--- src/rtl/mem_bus_arbiter.sv ---
// Shared 64-bit memory port arbiter between instruction fetch and load/store.
// Each access runs as one registered req/ack bus transaction. A watchdog bounds the wait.
module mem_bus_arbiter #(
    parameter int unsigned TIMEOUT = 255
) (
    input  logic        clk,
    input  logic        rst_n,
    input  logic        flush,
    input  logic        if_req,
    input  logic [63:0] if_addr,
    output logic        if_valid,
    output logic [63:0] if_rdata,
    output logic        if_stall_req,
    input  logic        d_req,
    input  logic        d_we,
    input  logic [63:0] d_addr,
    input  logic [63:0] d_wdata,
    input  logic [7:0]  d_sel,
    output logic        d_valid,
    output logic [63:0] d_rdata,
    output logic        d_stall_req,
    output logic        mem_req,
    output logic        mem_we,
    output logic [63:0] mem_addr,
    output logic [63:0] mem_wdata,
    output logic [7:0]  mem_wstrb,
    input  logic        mem_ack,
    input  logic [63:0] mem_rdata,
    output logic        bus_err
);

    localparam int unsigned CntW = $clog2(TIMEOUT);
    localparam logic [CntW-1:0] CntMax = CntW'(TIMEOUT - 1);

    typedef enum logic [1:0] {StIdle, StDWait, StIWait, StResp} state_e;

    state_e            state_q, state_d;
    logic              owner_q, owner_d;  // 1 = data port owns the bus
    logic              kill_q, kill_d;
    logic              err_q, err_d;
    logic [CntW-1:0]   cnt_q, cnt_d;
    logic [63:0]       rdata_q, rdata_d;
    logic              mem_req_q, mem_req_d;
    logic              mem_we_q, mem_we_d;
    logic [63:0]       mem_addr_q, mem_addr_d;
    logic [63:0]       mem_wdata_q, mem_wdata_d;
    logic [7:0]        mem_wstrb_q, mem_wstrb_d;

    // The bus is doubleword-addressed; the low address bits never leave this block.
    logic unused_addr_bits;
    assign unused_addr_bits = ^{d_addr[2:0], if_addr[2:0]};

    always_ff @(posedge clk) begin
        if (!rst_n) begin
            state_q     <= StIdle;
            owner_q     <= 1'b0;
            kill_q      <= 1'b0;
            err_q       <= 1'b0;
            cnt_q       <= '0;
            rdata_q     <= '0;
            mem_req_q   <= 1'b0;
            mem_we_q    <= 1'b0;
            mem_addr_q  <= '0;
            mem_wdata_q <= '0;
            mem_wstrb_q <= '0;
        end else begin
            state_q     <= state_d;
            owner_q     <= owner_d;
            kill_q      <= kill_d;
            err_q       <= err_d;
            cnt_q       <= cnt_d;
            rdata_q     <= rdata_d;
            mem_req_q   <= mem_req_d;
            mem_we_q    <= mem_we_d;
            mem_addr_q  <= mem_addr_d;
            mem_wdata_q <= mem_wdata_d;
            mem_wstrb_q <= mem_wstrb_d;
        end
    end

    always_comb begin
        state_d     = state_q;
        owner_d     = owner_q;
        kill_d      = kill_q;
        err_d       = err_q;
        cnt_d       = cnt_q;
        rdata_d     = rdata_q;
        mem_req_d   = mem_req_q;
        mem_we_d    = mem_we_q;
        mem_addr_d  = mem_addr_q;
        mem_wdata_d = mem_wdata_q;
        mem_wstrb_d = mem_wstrb_q;
        d_valid     = 1'b0;
        if_valid    = 1'b0;
        bus_err     = 1'b0;

        case (state_q)
            StIdle: begin
                // Data wins: it belongs to the older instruction in the pipe.
                if (d_req) begin
                    owner_d     = 1'b1;
                    mem_req_d   = 1'b1;
                    mem_we_d    = d_we;
                    mem_addr_d  = {d_addr[63:3], 3'b000};
                    mem_wdata_d = d_wdata;
                    mem_wstrb_d = d_we ? d_sel : 8'h00;
                    state_d     = StDWait;
                end else if (if_req) begin
                    owner_d     = 1'b0;
                    kill_d      = flush;
                    mem_req_d   = 1'b1;
                    mem_we_d    = 1'b0;
                    mem_addr_d  = {if_addr[63:3], 3'b000};
                    mem_wdata_d = '0;
                    mem_wstrb_d = 8'h00;
                    state_d     = StIWait;
                end
            end
            StDWait, StIWait: begin
                if (state_q == StIWait && flush) begin
                    kill_d = 1'b1;
                end
                // Ack takes precedence over an expiring watchdog.
                if (mem_ack) begin
                    rdata_d   = mem_rdata;
                    mem_req_d = 1'b0;
                    state_d   = StResp;
                end else if (cnt_q == CntMax) begin
                    rdata_d   = '0;
                    err_d     = 1'b1;
                    mem_req_d = 1'b0;
                    state_d   = StResp;
                end else begin
                    cnt_d = cnt_q + CntW'(1);
                end
            end
            StResp: begin
                d_valid     = owner_q;
                if_valid    = !owner_q && !kill_q && !flush;
                bus_err     = err_q && (d_valid || if_valid);
                cnt_d       = '0;
                err_d       = 1'b0;
                kill_d      = 1'b0;
                mem_we_d    = 1'b0;
                mem_wstrb_d = 8'h00;
                state_d     = StIdle;
            end
            default: state_d = StIdle;
        endcase
    end

    assign d_stall_req  = d_req && !(state_q == StResp && owner_q);
    assign if_stall_req = if_req && !(state_q == StResp && !owner_q);

    assign if_rdata  = rdata_q;
    assign d_rdata   = rdata_q;
    assign mem_req   = mem_req_q;
    assign mem_we    = mem_we_q;
    assign mem_addr  = mem_addr_q;
    assign mem_wdata = mem_wdata_q;
    assign mem_wstrb = mem_wstrb_q;

endmodule

--- config.mk ---
export PLATFORM = sky130hd
export DESIGN_NAME = mem_bus_arbiter
export DESIGN_NICKNAME = d
export VERILOG_FILES = /design/src/rtl/mem_bus_arbiter.sv
export SDC_FILE = /design/constraint.sdc
export NUM_CORES = 1
export LEC_CHECK = 0
export CAP_MARGIN = 20
export CORE_AREA = 3 3 209 211
export DETAILED_ROUTE_END_ITERATION = 8
export DIE_AREA = 0 0 212 214
export SYNTH_ARGS = -nofsm -noshare
export SYNTH_HDL_FRONTEND = slang
export SYNTH_SLANG_ARGS = --single-unit
--- constraint.sdc ---
create_clock -name clk -period 4.2 [get_ports clk]
set_input_delay 0.84 -clock clk [delete_from_list [all_inputs] [get_ports clk]]
set_output_delay 0.84 -clock clk [all_outputs]
set_load 0.03 [all_outputs]
### After elaboration in Yosys (flattened, before gate mapping)

Cells that the tools add are included.

* register bits: 215
* input port bits: 271
* output and inout bits: 271
* logic and storage cells: 90

* add/sub/neg operators: 1
* equal/unequal tests: 12
* multiplexer cells: 37
* reduce and logical (&&, ||, !) cells: 29

Operator list (number)
* $mux W64: 6
* $mux W8: 5
* $pmux W8 S2: 2
* $mux W1: 15
* $ne A2 B2 Y1 const B: 6
* $reduce_and A3 Y1: 4
* $reduce_bool A2 Y1: 5
* $add A8 B1 Y8 const B: 1
* $eq A8 B8 Y1 const B: 1
* $logic_and A1 B1 Y1: 8
* $mux W2: 4
* $reduce_and A2 Y1: 4
* $ne A3 B3 Y1 const B: 2
* $pmux W1 S2: 3
* $pmux W2 S3: 1
* $logic_not A1 Y1: 5
* $eq A2 B2 Y1 const B: 2
* $pmux W1 S3: 1
* $eq A2 B1 Y1 const B: 1
* $logic_not A2 Y1: 1
* $reduce_or A2 Y1: 1
* $logic_or A1 B1 Y1: 1

### Depth between registers and ports, before layout

Gate-level depths: netlist of the first run.

* word-level depth: 6
* depth in mapped cells: 9
* depth with buffers taken out: 6

### Worst setup path before layout of the first run

No wires, ideal clock.

* path type: input -> output
* from: input d_req
* to: output d_stall_req
* arrival: 1.862 ns
* data required time: 3.360 ns
* path slack: 1.498 ns
* stages on the path: 4
* buffers on the path: 3
* cell sequence: buf_2 buf_4 buf_2 nor2b_1

* cells in the longest elaborated chain, start to end: 1

Ends and longest elaborated chain
* from (decl): RTL line 14 `input logic d_req,`
* $logic_and A1 B1 Y1: RTL line 152 `assign d_stall_req = d_req && !(state_q == StResp && owner_q);`
* to (decl): RTL line 21 `output logic d_stall_req,`

Every way passes these cells.

### Final worst setup path of the first run

* from: register state_q[0]
* to: output if_valid

* cells in the longest elaborated chain, start to end: 2

Ends and longest elaborated chain
* from (decl): RTL line 37 `state_e state_q, state_d;`
* from (signal assigned): RTL line 55 `state_q <= StIdle;`
* from (signal assigned): RTL line 67 `state_q <= state_d;`
* $eq A2 B2 Y1: RTL line 97 `case (state_q)`
* $mux W1: RTL line 97
* to (decl): RTL line 11 `output logic if_valid,`

Every way passes these cells.

==> metrics.txt, run 1 <==
Hold Vio Cnt, Final=0; io pins=542; CTS resizes=0; Register Area=4240 um^2; main combinational cell family by area after synthesis=compound AO/OA/AOI/OAI gates; Cell variety after synth=47; GPL Wtd Cong=0.773; most frequent cells in the layout=clkdlybuf4s50_1 (531), dfxtp_1 (212), nor2_1 (202); Final Util=35.8%; RSZ-0062 raised after global routing=false; met3 WL=2.70 mm; Final ANT Viol Nets=0; uppermost layer routed=met4; Cells after DPL=1850; fin crit share=80.0%; Nets=1615; area delta synth->final=68.6%; final setup vio count=0; Clock Tree Buf Depth=3; buffers and inverters on the worst path=1; Met2 Wirelength=15.8 mm; DP Area=14200 um^2; CTS tree=built; CP max FO=12; vias in the first global route=8249; Layout fillers=4253; design area=15000 um^2; post-route insts no fill=1894; wire length on met1=12.7 mm; Synth Register Bits=212; Root Driver=clkbuf_16; mux cell area share after synthesis=6.86%; Worst path top cell family by delay=buffers and inverters; clk_lat worst skew=0.53 ns; Slew Limit Fails=0; die height=214 um; postcts setup bufs=0; cells along the critical path=ha_1, nand2b_1, nor3_1, clkdlybuf4s50_1; number of synthesized flops with an enable pin=0; ys async rst share=0%; worst hold path type=reg2reg; commonest non-fill, non-tap cell in the layout=clkdlybuf4s50_1; routed vias=8255; Total Neg Setup Slack=0 ns; status=complete, no violations; crit path kind=reg2out; Via density=4.36; simple-gate share of the synthesized area=11.7%; critical path's slowest cell=clkdlybuf4s50_1; crit path capture type=primary output; main flop type after synthesis=dfxtp_1; Max H-tree Level=1; largest net degree at the start of global routing=101; first-pass iteration count of the detailed router=5; P_leak=5.53 nW; fmax=298 MHz; VDD IR max=0.402 mV; Synth top area share=47.7%; share of cells above drive strength 1=7.97%; grt ovf=0; compound-cell area share of the yosys netlist=22.5%; drt drc=0; total power draw=9.72 mW; CTS buffer count=24; Worst Tran Pin Value=0.870 ns; total track usage=13.2%; HPWL Detailed=23.8 mm; sequential fraction of the synthesis area=47.7%; Synth area leaders=dfxtp_1 (48%), nor2_1 (8.5%), a22oi_1 (7.3%), a22oi_2 (7.0%), mux2i_1 (6.9%); XOR/XNOR share of the synthesized area=0%; clock sinks=212; crit-path max cell delay=0.74 ns; hold_buf cts=0; wire length after detailed routing=31.9 mm; PortBufs=532; Syn Area/Cell=9.77 um^2; most area-hungry cell type in the Yosys netlist=dfxtp_1; Power Density=648 nW/um^2; Die Width=212 um; antenna violations before repair=1; DRT iter0 DRCs=376; first-pass GRT wire length=47.7 mm; Max Cap Viol=0; post-synthesis instance total=912; Post-Syn Area=8910 um^2; Adder-Cell Fraction of Synth Area=0.983%; Reg clk slew, reported paths=0.06 ns; worst-case clock skew=0.00846 ns; Slew headroom=42.0%; Die ar.=45400 um^2; Initial Util=21.2%; Ys Warns=0; type of origin of the critical path=flop; crit path time final=3.36 ns; WL/cell=16.9 um; WP data required=3.36 ns; area of the multi-input gates=3790 um^2; Core ar.=41900 um^2; FP Rows=75; Antenna diodes=0; Worst Path Arrival=2.52 ns
[final timing paths]
| kind | startpoint | end | slack, ns | depth (start not counted) |
|---|---|---|---|---|
| hold reg to reg | mem_addr[44] | mem_addr[44] | 0.50 | 2 |
| hold / removal | mem_addr[44] | mem_addr[44] | 0.50 | 2 |
| setup reg to reg | state_q[0] | d_rdata[18] | 1.69 | 6 |
| setup / recovery | state_q[0] | if_valid | 0.84 | 4 |
[layer usage]
| layer | GRT usage, % | vias up |
|---|---|---|
| met5 | 0 | - |
| met4 | 3.39 | 0 |
| met3 | 4.17 | 39 |
| met2 | 23.5 | 353 |
| met1 | 15.1 | 3828 |
| li1 | - | 4035 |
[cell usage after synthesis, types with 2 or more instances]
master     count
nor3b_1        2
nor3_1         3
a22oi_1       87
inv_1          4
nand3_1        8
a22oi_2       50
a211oi_1      63
buf_6          6
and3_1         2
o21a_1         2
dfxtp_1      212
a21oi_1       12
clkbuf_1      31
buf_4         70
mux2i_1       61
a311oi_1       2
nand2b_1       4
buf_2         36
or3_1          3
o21ai_2        2
and2_1         5
a21o_1         4
and3b_1        2
nor2b_1        2
ha_1           7
o2111ai_1      2
nor2_1       202
nand2_1        5
nand4_1        2
o21ai_0        4
[cell type report]
cell class | count | share of cell area (%)
repair buffers | 540 | 36.1
multi-input cells | 554 | 25.3
flip-flops and latches | 212 | 28.3
inverters | 5 | 0.158
well taps | 539 | 4.49
clock buffers | 39 | 5.05
clock inverters | 5 | 0.667
[logic make-up after synthesis]
kind of cell / after synthesis
adders and majority gates: 7
and+or+nand+nor: 248
muxes: 61
buffers and inverters: 148
other: 1
AOI/OAI and AO/OA: 235
DFF: 212
[power breakdown]
part / total [mW] / internal [mW] / switching, mW
Clock: 2.26 / 1.41 / 0.852
Combinational: 4.65 / 1.89 / 2.76
Sequential: 2.81 / 2.49 / 0.319
Total: 9.72 / 5.79 / 3.93
[per-stage QoR]
step / hold WS (ns) / setup slack (ns)
2_1_floorplan: 0.479 / 1.50
3_3_place_gp: 0.469 / 0.995
3_5_place_dp: 0.483 / 0.960
4_1_cts: 0.498 / 0.808
5_1_grt: 0.513 / 0.676
6_report: 0.496 / 0.841
[worst min-delay path: stages, from the launching register on]
cell and delay, ns:
dfxtp_1 0.31, nor2_1 0.09, a211oi_1 0.05
[flip-flops by register name (all words and copies together), names as in the netlist]
| register | cells |
|---|---|
| mem_addr | 61 |
| cnt_q | 8 |
| kill_q | 1 |
| mem_wstrb | 8 |
| mem_we | 1 |
| state_q | 2 |
| owner_q | 1 |
| mem_req | 1 |
| mem_wdata | 64 |
| err_q | 1 |
| d_rdata | 64 |
Note: power is estimated with default switching activity, not from simulation.
==> inputs of run 2 (changes only) <==
--- a/config.mk
+++ b/config.mk
@@ -6,9 +6,9 @@
 export NUM_CORES = 1
 export LEC_CHECK = 0
 export CAP_MARGIN = 20
-export CORE_AREA = 3 3 209 211
+export CORE_AREA = 3 3 210 212
 export DETAILED_ROUTE_END_ITERATION = 8
-export DIE_AREA = 0 0 212 214
+export DIE_AREA = 0 0 213 215
 export SYNTH_ARGS = -nofsm -noshare
 export SYNTH_HDL_FRONTEND = slang
 export SYNTH_SLANG_ARGS = --single-unit
==> constraint.sdc (replaced) <==
create_clock -name clk -period 3.4 [get_ports clk]
set_input_delay 0.68 -clock clk [delete_from_list [all_inputs] [get_ports clk]]
set_output_delay 0.68 -clock clk [all_outputs]
set_load 0.03 [all_outputs]
==> run 2 against run 1 <==
Effect of this change: sequential power rose by 24%; global-route usage rose by 0.23 points; routed wire length rose by 1.9%; worst hold slack got worse by 0.0015 ns; non-clock buffer count rose by 5; via count rose by 0.48%; flip-flop and latch count did not move; critical path type unchanged; count of clock-buffer cells in the layout fell by 2; largest power group unchanged; first-iteration DRC count fell by 6.6%; clock power rose by 27%; clock skew rose by 0.0094 ns.
==> metrics.txt, run 2 (same netlist as run 1, synthesis figures left out) <==
io pins=542 (unchanged); WL/cell=17.1 um (was 16.9 um); GPL Wtd Cong=0.752 (was 0.773); Worst Tran Pin Value=0.986 ns (was 0.870 ns); grt ovf=0 (unchanged); met3 WL=2.61 mm (was 2.70 mm); total power draw=12.2 mW (was 9.72 mW); hold path depth=2 (unchanged); Root Driver=clkbuf_16 (unchanged); Core ar.=42100 um^2 (was 41900 um^2); fmax=331 MHz; WP data required=2.72 ns (was 3.36 ns); CTS buffer count=26 (was 24); area delta synth->final=69.9% (was 68.6%); placement-stage worst setup slack=0.478 ns (was 0.960 ns); Slew Limit Fails=0 (unchanged); R2R cell count=6 (unchanged); CP max FO=12 (unchanged); HP Start=mem_addr[58] (was mem_addr[44]); final setup vio count=0 (unchanged); most frequent cells in the layout=clkdlybuf4s50_1 (531), dfxtp_1 (212), nor2_1 (202) (unchanged); Antenna diodes=0 (unchanged); Worst Path Arrival=2.34 ns (was 2.52 ns); Final ANT Viol Nets=0 (unchanged); DRT iter0 DRCs=351 (was 376); Via density=4.36 (about the same); PortBufs=532 (unchanged); routed vias=8295 (was 8255); fin worst setup slack=0.382 ns (was 0.841 ns); CTS tree=built (unchanged); Cells after DPL=1855 (was 1850); P_leak=5.59 nW (was 5.53 nW); Die Width=213 um (was 212 um); status=complete, no violations (unchanged); worst hold path type=reg2reg (unchanged); internal reg-to-reg setup slack=0.89 ns (was 1.69 ns); wire length on met1=13.1 mm (was 12.7 mm); first-pass iteration count of the detailed router=5 (unchanged); type of origin of the critical path=flop (unchanged); Hold WS=0.495 ns (was 0.496 ns); Final Util=35.9% (was 35.8%); Power Density=806 nW/um^2 (was 648 nW/um^2); Slew headroom=34.2% (was 42.0%); DP Area=14200 um^2 (about the same); antenna violations before repair=1 (unchanged); FP Rows=75 (unchanged); hold_buf cts=0 (unchanged); RSZ-0062 raised after global routing=false (unchanged); Die ar.=45800 um^2 (was 45400 um^2); Hold Vio Cnt, Final=0 (unchanged); Nets=1622 (was 1615); largest net degree at the start of global routing=110 (was 101); fin crit share=88.8%; total track usage=13.4% (was 13.2%); crit path kind=reg2out (unchanged); Clock Tree Buf Depth=3 (unchanged); Reg clk slew, reported paths=0.06 ns (about the same); VDD IR max=0.379 mV (was 0.402 mV); vias in the first global route=8243 (was 8249); commonest non-fill, non-tap cell in the layout=clkdlybuf4s50_1 (unchanged); share of cells above drive strength 1=8.73% (was 7.97%); die height=215 um (was 214 um); RR Startpoint=state_q[0] (unchanged); HPWL Detailed=24.3 mm (was 23.8 mm); clock sinks=212 (unchanged); drt drc=0 (unchanged); Met2 Wirelength=16.1 mm (was 15.8 mm); design area=15100 um^2 (was 15000 um^2); Total Neg Setup Slack=0 ns (unchanged); uppermost layer routed=met4 (unchanged); Initial Util=21.1% (was 21.2%); crit path time final=3.02 ns; hold path endpoint=mem_addr[58] (was mem_addr[44]); crit path capture type=primary output (unchanged); post-route insts no fill=1902 (was 1894); clk_lat worst skew=0.53 ns (about the same); worst-case clock skew=0.0178 ns (was 0.00846 ns); wire length after detailed routing=32.5 mm (was 31.9 mm); first-pass GRT wire length=48.6 mm (was 47.7 mm); Max H-tree Level=1 (unchanged); r2r endpoint=d_rdata[15] (was d_rdata[18]); Max Cap Viol=0 (unchanged)
## run 2: cell types whose count changed in the layout (fill, tap and decap cells not counted), sizes merged
cell	change
buf	+5
clkbuf	-2
clkinv	+5
## run 2: layout make-up
type,instances,area [um^2]
Inverter,5,23.8
Multi-Input combinational cell,554,3790
Tap cell,539,674
Sequential cell,212,4240
Fill cell,4298,27000
Clock buffer,37,762
Clock inverter,10,140
Timing Repair Buffer,545,5500
## run 2: worst max-delay path, stage by stage (launching register included)
cell	delay [ns]
dfxtp_1	0.40
ha_2	0.36
nand2b_1	0.17
nor3_1	0.16
clkdlybuf4s50_1	0.71
## run 2: worst max path at each step
| stage | startpoint | endpoint | cells past startpoint |
|---|---|---|---|
| 6_report | state_q[0] | if_valid | 4 |
| 5_1_grt | state_q[0] | if_valid | 4 |
| 4_1_cts | state_q[0] | if_valid | 4 |
| 3_5_place_dp | if_req | if_stall_req | 3 |
| 3_3_place_gp | flush | bus_err | 4 |
| 2_1_floorplan | d_req | d_stall_req | 4 |
## run 2: routing by layer
metal | track usage, % | vias to the layer above
met2 | 23.8 | 342
li1 | - | 4049
met3 | 3.38 | 39
met5 | 0 | -
met1 | 15.9 | 3865
met4 | 3.81 | 0
## run 2: timing repair
action,in CTS,in global routing
gates resized for setup,0,1
setup endpoints to repair,0,1
setup buffers,0,0
## run 2: where the power goes
group          leakage, nW  switching, mW  internal [mW]  total, mW
clock network        0.448           1.09           1.78       2.87
registers             1.74          0.401           3.08       3.48
logic                 3.41           3.45           2.39       5.84
